==> config.mk <==
export PLATFORM = sky130hd
export DESIGN_NAME = flash_write_responder
export DESIGN_NICKNAME = d
export VERILOG_FILES = /design/src/rtl/flash_resp_pkg.sv /design/src/rtl/flash_req_fifo.sv /design/src/rtl/flash_write_responder.sv
export SDC_FILE = /design/constraint.sdc
export NUM_CORES = 1
export LEC_CHECK = 0
export BUFFER_PORTS_ARGS = -buffer_cell sky130_fd_sc_hd__buf_2
export CORE_MARGIN = 8
export CORE_UTILIZATION = 35
export DETAILED_ROUTE_END_ITERATION = 8
export PLACE_DENSITY = 0.64
export SETUP_SLACK_MARGIN = 0.4
export SKIP_CTS_REPAIR_TIMING = 1
export SYNTH_ARGS = -nofsm -noshare
export SYNTH_HDL_FRONTEND = slang
export SYNTH_SLANG_ARGS = --single-unit
==> constraint.sdc <==
create_clock -name clk21m -period 1.95 [get_ports clk21m]
set_input_delay 0.0975 -clock clk21m [delete_from_list [all_inputs] [get_ports clk21m]]
set_output_delay 0.0975 -clock clk21m [all_outputs]
set_load 0.05 [all_outputs]
==> src/rtl/flash_resp_pkg.sv <==
// rtl/flash_resp_pkg.sv - shared types for the flash write responder (erase field under FLASH_SECTOR_ERASE_EN)
package flash_resp_pkg;

  typedef enum logic [1:0] {
    IDLE  = 2'd0,
    WRITE = 2'd1,
    ERASE = 2'd2,
    CHECK = 2'd3
  } state_t;

  typedef struct packed {
    logic [26:0] addr;
    logic [7:0]  data;
`ifdef FLASH_SECTOR_ERASE_EN
    logic        erase;
`endif
  } fresp_entry_t;

  localparam logic [7:0] FLASH_ERASE_BYTE = 8'hFF;

endpackage

==> src/rtl/flash_req_fifo.sv <==
// rtl/flash_req_fifo.sv - request queue with registered full/empty flags (entry layout follows FLASH_SECTOR_ERASE_EN)
module flash_req_fifo
  import flash_resp_pkg::*;
#(
  parameter int DEPTH = 4
) (
  input  logic         clk,
  input  logic         rst_n,
  input  logic         push,
  input  logic         pop,
  input  fresp_entry_t din,
  output fresp_entry_t dout,
  output logic         full,
  output logic         empty
);

  localparam int AW = $clog2(DEPTH);
  localparam logic [AW:0]   FULL_CNT = (AW + 1)'(DEPTH);
  localparam logic [AW:0]   CNT_ONE  = (AW + 1)'(1);
  localparam logic [AW-1:0] PTR_ONE  = AW'(1);

  fresp_entry_t  mem [DEPTH];
  logic [AW-1:0] wr_ptr;
  logic [AW-1:0] rd_ptr;
  logic [AW:0]   count;
  logic [AW:0]   count_nxt;
  logic          push_ok;
  logic          pop_ok;

  assign push_ok = push & ~full;
  assign pop_ok  = pop & ~empty;
  assign dout    = mem[rd_ptr];

  // Occupancy after this cycle's accepted push/pop; a simultaneous pair leaves it unchanged
  always_comb begin
    count_nxt = count;
    if (push_ok && !pop_ok) begin
      count_nxt = count + CNT_ONE;
    end else if (!push_ok && pop_ok) begin
      count_nxt = count - CNT_ONE;
    end
  end

  // Pointers, count and flags; flags come from the next count so they never depend combinationally on push
  always_ff @(posedge clk or negedge rst_n) begin
    if (!rst_n) begin
      wr_ptr <= '0;
      rd_ptr <= '0;
      count  <= '0;
      full   <= 1'b0;
      empty  <= 1'b1;
    end else begin
      if (push_ok) begin
        wr_ptr <= wr_ptr + PTR_ONE;
      end
      if (pop_ok) begin
        rd_ptr <= rd_ptr + PTR_ONE;
      end
      count <= count_nxt;
      full  <= (count_nxt == FULL_CNT);
      empty <= (count_nxt == '0);
    end
  end

  // Entry storage; contents need no reset because empty gates every read
  always_ff @(posedge clk) begin
    if (push_ok) begin
      mem[wr_ptr] <= din;
    end
  end

endmodule

==> src/rtl/flash_write_responder.sv <==
// rtl/flash_write_responder.sv - queues flash program requests and commits them to SDRAM (sector erase under FLASH_SECTOR_ERASE_EN)
module flash_write_responder
  import flash_resp_pkg::*;
#(
`ifdef FLASH_SECTOR_ERASE_EN
  parameter int SECTOR_SIZE = 65536,
`endif
  parameter int DEPTH = 4
) (
  input  logic        clk21m,
  input  logic        reset_n,
  input  logic [26:0] flash_addr,
  input  logic [7:0]  flash_din,
  input  logic        flash_req,
`ifdef FLASH_SECTOR_ERASE_EN
  input  logic        flash_erase,
`endif
  output logic        flash_ready,
  output logic        flash_done,
  output logic        overflow,
  output logic [26:0] mem_addr,
  output logic [7:0]  mem_din,
  output logic        mem_we,
  input  logic        mem_ack
);

  state_t       state;
  state_t       state_nxt;
  fresp_entry_t push_entry;
  fresp_entry_t head;
  logic         fifo_full;
  logic         fifo_empty;
  logic         push;
  logic         pop;
  logic [26:0]  work_addr;
  logic [7:0]   work_data;

`ifdef FLASH_SECTOR_ERASE_EN
  localparam int SB = $clog2(SECTOR_SIZE);
  localparam logic [SB-1:0] CNT_ONE = SB'(1);
  logic          work_erase;
  logic [SB-1:0] cnt;
`endif

  assign flash_ready = ~fifo_full;
  assign push        = flash_req & flash_ready;
  assign pop         = (state == IDLE) & ~fifo_empty;

  // Pack the incoming request into a queue entry
  always_comb begin
    push_entry       = '0;
    push_entry.addr  = flash_addr;
    push_entry.data  = flash_din;
`ifdef FLASH_SECTOR_ERASE_EN
    push_entry.erase = flash_erase;
`endif
  end

  flash_req_fifo #(
    .DEPTH (DEPTH)
  ) u_fifo (
    .clk   (clk21m),
    .rst_n (reset_n),
    .push  (push),
    .pop   (pop),
    .din   (push_entry),
    .dout  (head),
    .full  (fifo_full),
    .empty (fifo_empty)
  );

  // A request arriving while the queue is full is lost; remember that until reset
  always_ff @(posedge clk21m or negedge reset_n) begin
    if (!reset_n) begin
      overflow <= 1'b0;
    end else if (flash_req && !flash_ready) begin
      overflow <= 1'b1;
    end
  end

  // Latch the popped head as the job currently being committed
  always_ff @(posedge clk21m or negedge reset_n) begin
    if (!reset_n) begin
      work_addr <= '0;
      work_data <= '0;
`ifdef FLASH_SECTOR_ERASE_EN
      work_erase <= 1'b0;
`endif
    end else if (pop) begin
      work_addr <= head.addr;
      work_data <= head.data;
`ifdef FLASH_SECTOR_ERASE_EN
      work_erase <= head.erase;
`endif
    end
  end

`ifdef FLASH_SECTOR_ERASE_EN
  // Byte index within the sector being erased; restarts for every new job
  always_ff @(posedge clk21m or negedge reset_n) begin
    if (!reset_n) begin
      cnt <= '0;
    end else if (pop) begin
      cnt <= '0;
    end else if (state == ERASE && mem_ack) begin
      cnt <= cnt + CNT_ONE;
    end
  end
`endif

  // State register; reset drops mem_we at once because it decodes straight from state
  always_ff @(posedge clk21m or negedge reset_n) begin
    if (!reset_n) begin
      state <= IDLE;
    end else begin
      state <= state_nxt;
    end
  end

  // Next-state: pop into WRITE/ERASE, hold until acked, then a one-cycle CHECK
  always_comb begin
    state_nxt = state;
    case (state)
      IDLE: begin
        if (!fifo_empty) begin
`ifdef FLASH_SECTOR_ERASE_EN
          state_nxt = head.erase ? ERASE : WRITE;
`else
          state_nxt = WRITE;
`endif
        end
      end
      WRITE: begin
        if (mem_ack) begin
          state_nxt = CHECK;
        end
      end
`ifdef FLASH_SECTOR_ERASE_EN
      ERASE: begin
        if (mem_ack && (cnt == '1)) begin
          state_nxt = CHECK;
        end
      end
`endif
      CHECK:   state_nxt = IDLE;
      default: state_nxt = IDLE;
    endcase
  end

  // Outputs: memory port driven only while a write is outstanding, done only when nothing is left
  always_comb begin
    mem_we     = 1'b0;
    mem_addr   = '0;
    mem_din    = '0;
    flash_done = 1'b0;
    case (state)
      WRITE: begin
        mem_we   = 1'b1;
        mem_addr = work_addr;
        mem_din  = work_data;
      end
`ifdef FLASH_SECTOR_ERASE_EN
      ERASE: begin
        mem_we   = work_erase;
        mem_addr = {work_addr[26:SB], cnt};
        mem_din  = FLASH_ERASE_BYTE;
      end
`endif
      CHECK: flash_done = fifo_empty;
      default: ;
    endcase
  end

endmodule

# Yosys cells after proc, flatten, opt, wreduce, memory -nomap -nowiden
# Memory sizes are Yosys's and may differ from the RTL's. A register that Yosys moved wholly into a read port is not among the register bits.
# Index checks and enable logic that the tools add are counted.
[totals]
in_bits = 39
ram_bits = 140
n_memories = 1
register_bits = 12
[memory_table]
columns = ["name", "words", "word_bits", "read_ports", "rd_ports_with_merged_regs", "write_ports", "line", "rtl"]
rows = [
  ["u_fifo.mem", 4, 35, 1, 1, 1, "flash_req_fifo.sv:22", "fresp_entry_t mem [DEPTH];"],
]
[op_classes]
bitwise_logic = 6
n_eq_ne = 5
reduce_logical = 9
n_addsub = 4
n_mux = 11
[op_table]
columns = ["op", "n"]
rows = [
  ["$mux 27", 1],
  ["$mux 8", 1],
  ["$mux 3", 2],
  ["$add 2x1->2 const B", 2],
  ["$and 1x1->1", 4],
  ["$mux 1", 4],
  ["$mux 2", 2],
  ["$ne 2x2->1 const B", 2],
  ["$pmux 2 s2", 1],
  ["$add 3x1->3 const B", 1],
  ["$eq 3x3->1 const B", 1],
  ["$logic_and 1x1->1", 3],
  ["$logic_not 1->1", 3],
  ["$logic_not 3->1", 1],
  ["$sub 3x1->3 const B", 1],
  ["$eq 2x1->1 const B", 1],
  ["$eq 2x2->1 const B", 1],
  ["$logic_not 2->1", 1],
  ["$not 1->1", 2],
  ["$reduce_and 2->1", 1],
]

# Longest topological paths before layout
# Gate-level depths: netlist of the first run.
[logic_depth]
ltp_word = 8
mapped_depth = 6
depth_no_buf = 6

# Modules after synthesis
# A second synthesis of the first run with hierarchy kept.
[hier_totals]
cells_unflattened = 360
hier_area_um2 = 7382.1
[by_module_without_submodules]
columns = ["module", "cells_per_inst", "instances", "area_each_um2"]
rows = [
  ["flash_req_fifo", 236, 1, 5705.5],
  ["flash_write_responder", 124, 1, 1676.6],
]

# Worst setup path before layout of the first run
# No wires, ideal clock.
[synth_path]
path_type = "register -> register"
from = "register u_fifo.full"
to = "memory u_fifo.mem[0][0] (netlist name), enable pin"
path_buffers = 1
path_stages_with_launch = 4
path_slack_ps = -1
period_less_slack_ps = 1951
required_ps = 1554
arrival_time_ps = 1556
cell_sequence = "dfrtp_1 -> nor2b_1 -> buf_2 -> and2_1"
[synth_between]
elab_chain_cells = 5
[synth_rtl]
columns = ["element", "line", "rtl"]
rows = [
  ["start: declaration", "flash_req_fifo.sv:13", "output logic full,"],
  ["start signal: assignment", "flash_req_fifo.sv:60", "full <= (count_nxt == FULL_CNT);"],
  ["$not 1->1 (*)", "flash_req_fifo.sv:30, flash_write_responder.sv:45", ""],
  ["$and 1x1->1", "flash_write_responder.sv:46", "assign push = flash_req & flash_ready;"],
  ["$and 1x1->1 (*)", "flash_req_fifo.sv:30", "assign push_ok = push & ~full;"],
  ["$mux 1 (*)", "flash_req_fifo.sv:67", "if (push_ok) begin"],
  ["$mux 1 (implied by the code) (*)", "flash_req_fifo.sv:68", "mem[wr_ptr] <= din;"],
  ["end: declaration", "flash_req_fifo.sv:22", ""],
]
# Mark *: on every way between the ends. The rest lies on a longest branch, timed or not.

# Final worst setup path of the first run
[layout_path]
from = "register state[1]"
to = "output mem_addr[10]"
[layout_between]
elab_chain_cells = 2
[layout_rtl]
columns = ["element", "line", "rtl"]
rows = [
  ["start: declaration", "flash_write_responder.sv:27", "state_t state;"],
  ["start signal: assignment", "flash_write_responder.sv:116", "state <= state_nxt;"],
  ["$eq 2x1->1", "flash_write_responder.sv:156", "case (state)"],
  ["$mux 27", "flash_write_responder.sv:156", ""],
  ["end: declaration", "flash_write_responder.sv:21", "output logic [26:0] mem_addr,"],
]
# No other way between the ends.

==> results.json, run 1 <==
{
  "drive_above_1_share_pct": 33.7,
  "worstMarginPinSlew_ns": 0.702,
  "synth_top_family_by_area": "multiplexers",
  "synth-xor-area-share_pct": 0.605,
  "dieArea_sq_mm": 0.0255,
  "layout_min_cycle_time_ns": 1.75,
  "synth_seq_area_share_pct": 74.4,
  "insertion_delay_ns": 0.43,
  "critPathMaxFanout": 14,
  "gp_congestion": 0.684,
  "core-area_sq_mm": 0.0202,
  "fin_crit_sh_pct": 89.7,
  "ys_ff_latch": 187,
  "synth_compound_area_share_pct": 0.969,
  "clock-sinks": 187,
  "worst-setup-path-type": "reg -> out",
  "syn_area_per_cell_sq_um": 16.7,
  "n_antenna_cell": 0,
  "cp-startpoint": "state[1]$_DFFE_PN0P_",
  "cp_slowest_stage_delay_ns": 0.45,
  "yosys_warnings": 0,
  "fin_util_pct": 46.8,
  "slowest_stage": "dfrtp_2",
  "cp.buffers_inverters": 2,
  "leakage_nw": 3.67,
  "grt_pass1_vias": 4113,
  "synth_area_sq_mm": 0.00723,
  "grt_max_degree": 31,
  "drv_slew": 0,
  "clock-root-buffer": "clkbuf_16",
  "end_kind": "primary output",
  "synth_mux_area_share_pct": 10.9,
  "r2r_start": "state[0]$_DFFE_PN0P_",
  "yosysUniqueCellTypes": 30,
  "area_delta_synth_final_pct": 30.8,
  "viasPerCell": 4.62,
  "synth_top_area_share_pct": 58.1,
  "clk_pin_slew_ns": 0.07,
  "final_common_cell": "edfxtp_1",
  "path_cells": "nor2_4, buf_12, and2_1, buf_6",
  "synth_simple_gate_area_share_pct": 10.4,
  "synth_cells": 432,
  "crit_family": "flip-flops",
  "cts_max_level": 4,
  "power_mw": 14.9,
  "drt_iter0_drc": 109,
  "start_kind": "register",
  "avgRoutedWirePerCell_um": 17.4,
  "fin_skew_ns": 0.00949,
  "worst-endpoint-required_ns": 1.85,
  "io_pins": 78,
  "synthAdderAreaFrac_pct": 1.04,
  "die_height_um": 160,
  "final_antenna_net_count": 0,
  "final_nets": 622,
  "maxCapViolCount": 0,
  "final_cell_mix": "140 x edfxtp_1, 109 x nand2_1, 43 x dfrtp_1, 42 x buf_6, 40 x buf_2",
  "outcome": "complete, no violations",
  "synth_top_area_cell": "edfxtp_1",
  "clockBufferDepth": 2,
  "cts_tree": "done",
  "vias": 3971,
  "rows": 52,
  "cts_made_buffers": 17,
  "hold_ws_ns": 0.261,
  "overflow": 0,
  "rsz0062_at_grt": "yes",
  "setup_viol": 0,
  "wl_mm": 14.9,
  "power.density_mw_per_mm2": 1580,
  "slew-limit-headroom_pct": 53.2,
  "remaining_drc_errors": 0,
  "grt_first_pass_wirelength_mm": 23.0,
  "antenna_found_initial": 0,
  "peakVddDrop_mv": 0.749,
  "initial_utilization_pct": 35.7,
  "netlist_top_cells_area": "edfxtp_1 58%, dfrtp_1 16%, mux4_2 11%",
  "grt_usage_pct": 11.8,
  "io_buffers": 77,
  "dieWidth_um": 160,
  "dr.pass1.iters": 4,
  "cp.arrival_ns": 1.65,
  "min_path_type": "in -> async",
  "dp_hpwl_mm": 9.45,
  "timing.fmax_ghz": 0.572,
  "hold_viol": 0,
  "synthesis.nets": 477
}
## worst register-to-register path: stages (launching register included)
cell and delay [ns]:
dfrtp_1 0.38, buf_4 0.15, or3_4 0.43, nor3_4 0.25, a221oi_4 0.06, o21ba_4 0.23
## logic make-up after synthesis
family,Yosys count
AO/OA/AOI/OAI,9
XOR/XNOR,5
adder cells (fa/ha/maj),6
buffers and inverters,26
flip-flops,187
multiplexers,35
AND/OR/NAND/NOR,164
## cells in the mapped netlist
library cell and instances:
and3b_1 1, nand2b_1 1, edfxtp_1 140, and2_1 40, and3_1 1, dfrtp_1 46, o211ai_1 1, nor2_1 5
a221oi_2 1, a21o_1 2, o21ai_0 2, nor2b_1 1, nand2_1 109, buf_4 3, nor3_1 1, ha_1 6
inv_1 6, a21oi_1 1, nor3_2 2, clkbuf_1 9, nand3_1 2, buf_2 5, xnor2_1 5, dfstp_2 1
or3_4 1, a21boi_0 1, buf_6 1, buf_1 2, o21ba_2 1, mux4_2 35
## power by group
group | switching (mW) | leakage, nW | internal (mW)
clock network | 1.50 | 0.279 | 1.82
registers | 0.422 | 1.85 | 5.36
logic | 3.33 | 1.54 | 2.51
## through the flow
step	instance area, sq um	instances	TNS [ns]	setup WS, ns
after floorplan	7260	432	0	0.411
after global placement	8070	778	0	0.340
after detailed placement	8070	778	0	0.320
after CTS	8650	810	-2.03	-0.135
after global routing	9460	860	0	0.145
final	9460	860	0	0.201
## flip-flops by register name, indices dropped and copies added, names as in the netlist, 2 cells and up
signal and flops:
u_fifo.mem 140, work_data 8, u_fifo.wr_ptr 2, u_fifo.count 3
u_fifo.rd_ptr 2, work_addr 27, state 2
## final timing paths
path	end	slack [ns]	depth (start not counted)
min in group clk21m	u_fifo.mem[1][18]$_DFFE_PP_	0.41	2
max reg2reg	u_fifo.empty$_DFF_PN1_	0.40	5
max in group asynchronous	state[1]$_DFFE_PN0P_	1.03	3
max	mem_addr[10]	0.20	4
min reg2reg	overflow$_DFFE_PN0P_	0.46	1
min	u_fifo.count[2]$_DFF_PN0_	0.26	2
## final cells by class
class                   instances  area (sq um)
flip-flops and latches        187          5390
clock buffers                  18           439
multi-input cells             219          1810
fillers                      1727         10800
clock inverters                14           138
inverters                       6          22.5
repair buffers                146          1330
well taps                     270           338
## metal layers
metal  part of all wire (%)  wire [um]  vias up  track usage (%)
li1                       -          -     1853                -
met1                     44       6550     2019             14.0
met2                     51       7620       79             20.2
met3                    3.6        530       20             3.47
met4                    1.5        218        0             3.73
met5                      0          0        -                0
Power figures use the tool's default switching activity.
==> inputs of run 2 (changes only) <==
Settings changed: GPL_ROUTABILITY_DRIVEN from default to 0, PLACE_DENSITY 0.64 to 0.62.
Clock period 1.95 ns to 1.8 ns, I/O delays scaled along.
==> results.json, run 2 (synthesis results as in run 1) <==
{
  "outcome": "complete, no violations",
  "io_buffers": 77,
  "grt_max_degree": 36,
  "crit-reg2reg-capture": "u_fifo.empty$_DFF_PN1_",
  "worst-endpoint-required_ns": 1.71,
  "io_pins": 78,
  "critPathMaxFanout": 26,
  "p_seq_share_pct": 37.1,
  "biggestRegsByFlops": "u_fifo.mem (140), work_addr (27), work_data (8)",
  "clk_pin_slew_ns": 0.06,
  "setup_viol": 0,
  "insertion_delay_ns": 0.43,
  "path_cells": "nor2_4, buf_12, and2_2, buf_4",
  "vias": 4132,
  "place_ws_ns": 0.217,
  "n_antenna_cell": 0,
  "start_kind": "register",
  "dr.pass1.iters": 4,
  "hold_viol": 0,
  "drt_iter0_drc": 279,
  "grt_first_pass_wirelength_mm": 23.1,
  "switching_share_pct": 34.5,
  "core-area_sq_mm": 0.0202,
  "drive_above_1_share_pct": 42.0,
  "clkPwrFrac_pct": 20.7,
  "maxCapViolCount": 0,
  "initial_utilization_pct": 35.7,
  "final_cell_mix": "140 x edfxtp_1, 99 x nand2_1, 41 x buf_2, 41 x dfrtp_1, 38 x dlygate4sd3_1",
  "timing.final.ws_setup_ns": 0.138,
  "overflow": 0,
  "cts_made_buffers": 17,
  "dieWidth_um": 160,
  "r2r_slack_ns": 0.22,
  "final_antenna_net_count": 0,
  "drv_slew": 0,
  "remaining_drc_errors": 0,
  "final_common_cell": "edfxtp_1",
  "wl_mm": 16.4,
  "power.switching_mw": 5.87,
  "p_comb_share_pct": 42.1,
  "cts_max_level": 4,
  "final_nets": 644,
  "layout_min_cycle_time_ns": 1.66,
  "hold_ws_ns": 0.246,
  "dieArea_sq_mm": 0.0255,
  "cp_slowest_stage_delay_ns": 0.46,
  "clockBufferDepth": 2,
  "worst-setup-path-type": "reg -> out",
  "leakage_nw": 3.90,
  "worstMarginPinSlew_ns": 0.682,
  "antenna_found_initial": 0,
  "peakVddDrop_mv": 0.945,
  "end_kind": "primary output",
  "clock-sinks": 187,
  "tns_ns": 0,
  "grt_pass1_vias": 4075,
  "largest_reg_flops": 140,
  "cts_tree": "done",
  "clock-root-buffer": "clkbuf_16",
  "regMostFlops": "u_fifo.mem",
  "avgRoutedWirePerCell_um": 18.6,
  "grt_usage_pct": 11.8,
  "viasPerCell": 4.68,
  "p_int_mw": 11.2,
  "dp_hpwl_mm": 9.69,
  "area_delta_synth_final_pct": 38.2,
  "fin_skew_ns": 0.0101,
  "die_height_um": 160,
  "timing.fmax_ghz": 0.602,
  "slowest_stage": "dfrtp_2",
  "min_path_type": "in -> async",
  "slew-limit-headroom_pct": 54.5,
  "fin_crit_sh_pct": 92.3,
  "cp.arrival_ns": 1.57,
  "r2r_cells": 6,
  "rsz0062_at_grt": "yes",
  "rows": 52,
  "power.density_mw_per_mm2": 1710,
  "r2r_start": "state[0]$_DFFE_PN0P_"
}
[run 2: cell types whose count changed in the layout (fill, tap and decap cells not counted), sizes merged]
cell / previous run / this run
clkbuf: 19 / 33
clkinv: 6 / 4
inv: 11 / 9
buf: 107 / 119
[run 2: how the worst max path moves through the flow]
stage                                 startpoint                          to  slack (ns)  cells after the start
global route                state[1]$_DFFE_PN0P_                 mem_addr[0]        0.06                      4
CTS                         state[0]$_DFFE_PN0P_                mem_addr[10]       -0.12                      5
finish                      state[1]$_DFFE_PN0P_                mem_addr[10]        0.14                      4
floorplan                  u_fifo.full$_DFF_PN0_  u_fifo.mem[0][0]$_DFFE_PP_        0.22                      3
global placement    u_fifo.rd_ptr[0]$_DFFE_PN0P_    work_addr[6]$_DFFE_PN0P_        0.25                      4
detailed placement  u_fifo.rd_ptr[0]$_DFFE_PN0P_   work_addr[10]$_DFFE_PN0P_        0.22                      4
[run 2: cell type report]
cell class | instances | area, sq um
fillers | 1666 | 10200
flip-flops and latches | 187 | 5390
multi-input cells | 219 | 1860
repair buffers | 168 | 1830
clock buffers | 22 | 464
well taps | 270 | 338
clock inverters | 10 | 90.1
inverters | 6 | 22.5
[run 2: layer usage]
metal	vias to the layer above	GRT usage [%]	wire length [um]	part of all wire, %
met5	-	0	0	0
met4	0	4.12	231	1.4
met3	16	3.44	715	4.4
met2	91	18.9	7870	48
met1	2120	15.2	7580	46
li1	1905	-	-	-
[run 2: stage by stage]
step | cell area [sq um] | power, mW | cells | utilization (%)
after floorplan | 7310 | 10.4 | 432 | -
after global placement | 8260 | 12.0 | 781 | 40.8
after global routing | 9990 | 17.9 | 882 | 49.4
final | 9990 | 17.0 | 882 | 49.4
after CTS | 8820 | 15.6 | 813 | 43.6
after detailed placement | 8260 | 12.1 | 781 | 40.8
[run 2: power by group through the flow]
| stage | sequential, mW | clock (mW) | combinational (mW) |
|---|---|---|---|
| floorplan | 6.15 | 0 | 4.23 |
| global placement | 6.33 | 0 | 5.68 |
| detailed placement | 6.37 | 0 | 5.73 |
| CTS | 6.30 | 3.60 | 5.74 |
| global route | 6.43 | 3.79 | 7.68 |
| finish | 6.33 | 3.53 | 7.18 |
[run 2: critical path, delay by kind of cell, from the launching register on]
family / cells / cell delay [ns]
flip-flops: 1 / 0.46
AND/OR/NAND/NOR: 2 / 0.32
buffers and inverters: 2 / 0.36
==> inputs of run 3 (changes only) <==
Settings changed: ABC_AREA from default to 1.
==> results.json, run 3 <==
{
  "outcome": "complete, no violations",
  "final_area_sq_mm": 0.0108,
  "io_pins": 78,
  "core-area_sq_mm": 0.0210,
  "timing.fmax_ghz": 0.591,
  "start_kind": "register",
  "rows": 53,
  "io_buffers": 77,
  "dr.pass1.iters": 5,
  "grt_pass1_vias": 4749,
  "biggestRegsByFlops": "u_fifo.mem (140), work_addr (27), work_data (8)",
  "dieWidth_um": 163,
  "yosysUniqueCellTypes": 26,
  "worst-endpoint-required_ns": 1.71,
  "r2r_cells": 7,
  "clock-sinks": 187,
  "tns_ns": 0,
  "overflow": 0,
  "cp.arrival_ns": 1.60,
  "clock-root-buffer": "clkbuf_16",
  "final_cell_mix": "140 x edfxtp_1, 91 x o21ai_1, 88 x nor2_1, 52 x nor2_4, 51 x nand2_1",
  "maxCapViolCount": 0,
  "avgRoutedWirePerCell_um": 16.9,
  "final_nets": 864,
  "grt_first_pass_wirelength_mm": 25.3,
  "end_kind": "primary output",
  "min_path_type": "in -> async",
  "die_height_um": 163,
  "synth_edf_count": 140,
  "worst-setup-path-type": "reg -> out",
  "clockBufferDepth": 2,
  "layout_min_cycle_time_ns": 1.69,
  "netlist_top_cells_count": "152 x nor2_1, 140 x edfxtp_1, 92 x o21ai_0, 51 x nand2_1, 50 x inv_1",
  "synthesis.nets": 693,
  "fin_skew_ns": 0.0104,
  "ys_ff_latch": 187,
  "worstMarginPinSlew_ns": 0.502,
  "grt_usage_pct": 12.4,
  "async_reset_ff_share_pct": 25.1,
  "grt_max_degree": 72,
  "dp.cells": 990,
  "switching_share_pct": 38.0,
  "power.switching_mw": 7.10,
  "drt_iter0_drc": 397,
  "place_area_sq_mm": 0.00866,
  "synth_cells": 648,
  "syn_area_per_cell_sq_um": 11.6,
  "critPathMaxFanout": 6,
  "cts_made_buffers": 17,
  "power_mw": 18.7,
  "synth_seq_area_share_pct": 71.6,
  "netlist_top_cells_area": "edfxtp_1 56%, dfrtp_1 15%, nor2_1 7.6%",
  "largest_reg_flops": 140,
  "post-synth-top-count-cell": "nor2_1",
  "timing.final.ws_setup_ns": 0.107,
  "drive_above_1_share_pct": 32.5,
  "final_common_cell": "edfxtp_1",
  "area_delta_synth_final_pct": 44.4,
  "clk_pin_slew_ns": 0.07,
  "peakVddDrop_mv": 1.03,
  "cts_tree": "done",
  "synth_area_sq_mm": 0.00751,
  "fin_crit_sh_pct": 94.0,
  "p_seq_share_pct": 33.4,
  "power.density_mw_per_mm2": 1720,
  "synth_top_area_cell": "edfxtp_1",
  "dieArea_sq_mm": 0.0264,
  "regMostFlops": "u_fifo.mem",
  "vias": 5231,
  "rsz0062_at_grt": "yes",
  "cts_max_level": 4,
  "p_int_mw": 11.6,
  "yosys_warnings": 0,
  "setup_viol": 0,
  "final_antenna_net_count": 0,
  "p_comb_share_pct": 46.6,
  "ys.flop_type": "edfxtp_1",
  "drv_slew": 0,
  "layoutNonFillerInstCount": 1106,
  "synth_top_area_share_pct": 56.0,
  "dp_hpwl_mm": 10.1,
  "n_antenna_cell": 0,
  "remaining_drc_errors": 0,
  "antenna_found_initial": 0,
  "hold_viol": 0,
  "slew-limit-headroom_pct": 66.6,
  "clkPwrFrac_pct": 20.0,
  "viasPerCell": 4.73,
  "leakage_nw": 4.14,
  "place_ws_ns": 0.300,
  "initial_utilization_pct": 35.7,
  "wl_mm": 18.7,
  "insertion_delay_ns": 0.43
}
[run 3: cell types whose count changed after synthesis, sizes merged, moves of 4 or more]
cell	before	now
nor2	5	154
o21ai	2	141
buf	11	27
mux4	35	0
nand2	109	58
xnor2	5	0
inv	6	56
and2	40	0
xor2	0	4
nand3	2	6
[run 3: cell families (layout without fill, tap and decap cells)]
kind of cell               after synthesis  count (layout)  synth area share, %
and+or+nand+nor                        219             219                 11.7
DFF                                    187             187                 71.6
AOI/OAI and AO/OA                      143             143                 9.56
buffers and inverters                   89             272                 5.63
adders and majority gates                6               6                0.999
xor gates and xnor gates                 4               4                0.466
[run 3: layer usage]
| metal | track usage (%) | routed length [um] | share of wire (%) | vias up |
|---|---|---|---|---|
| met5 | 0 | 0 | 0 | - |
| met4 | 4.42 | 307 | 1.6 | 0 |
| met3 | 3.54 | 890 | 4.8 | 20 |
| met2 | 20.1 | 9020 | 48 | 127 |
| met1 | 15.7 | 8470 | 45 | 2550 |
| li1 | - | - | - | 2534 |
[run 3: metrics by stage]
step | util (%) | hold slack, ns
global route | 51.6 | 0.205
floorplan | - | -0.206
CTS | 44.0 | -0.382
finish | 51.6 | 0.164
detailed placement | 41.2 | 0.0795
global placement | 41.2 | 0.0755
[run 3: area by class of cell]
cell class / count / area (sq um)
clock buffer: 20 / 437
clock inverter: 11 / 145
fill: 1765 / 10200
inverter: 56 / 245
multi-input combinational: 372 / 2190
sequential: 187 / 5390
tap: 275 / 344
timing repair buffer: 182 / 2070
timing repair inverter: 3 / 26.3
[run 3: worst paths after layout]
path,startpoint,to,slack [ns]
hold / removal,reset_n,work_addr[12]$_DFFE_PN0P_,0.16
max in group asynchronous,reset_n,u_fifo.empty$_DFF_PN1_,1.00
min in group clk21m,flash_addr[0],u_fifo.mem[2][8]$_DFFE_PP_,0.41
hold reg to reg,overflow$_DFFE_PN0P_,overflow$_DFFE_PN0P_,0.45
setup / recovery,state[1]$_DFFE_PN0P_,mem_addr[5],0.11
setup reg to reg,u_fifo.wr_ptr[1]$_DFFE_PN0P_,u_fifo.mem[1][7]$_DFFE_PP_,0.28
[run 3: worst max-delay path, cell delays in order (launching register included)]
cell and delay, ns:
dfrtp_2 0.43, nor2_4 0.16, buf_12 0.13, inv_12 0.05
clkbuf_16 0.16, nor2_4 0.08, buf_6 0.16
[run 3: power groups by stage]
stage | logic, mW | clock network (mW) | registers, mW
after floorplan | 4.85 | 0 | 6.21
after global placement | 6.27 | 0 | 6.28
after detailed placement | 6.34 | 0 | 6.31
after CTS | 6.38 | 3.80 | 6.22
after global routing | 9.43 | 3.98 | 6.35
final | 8.70 | 3.74 | 6.25
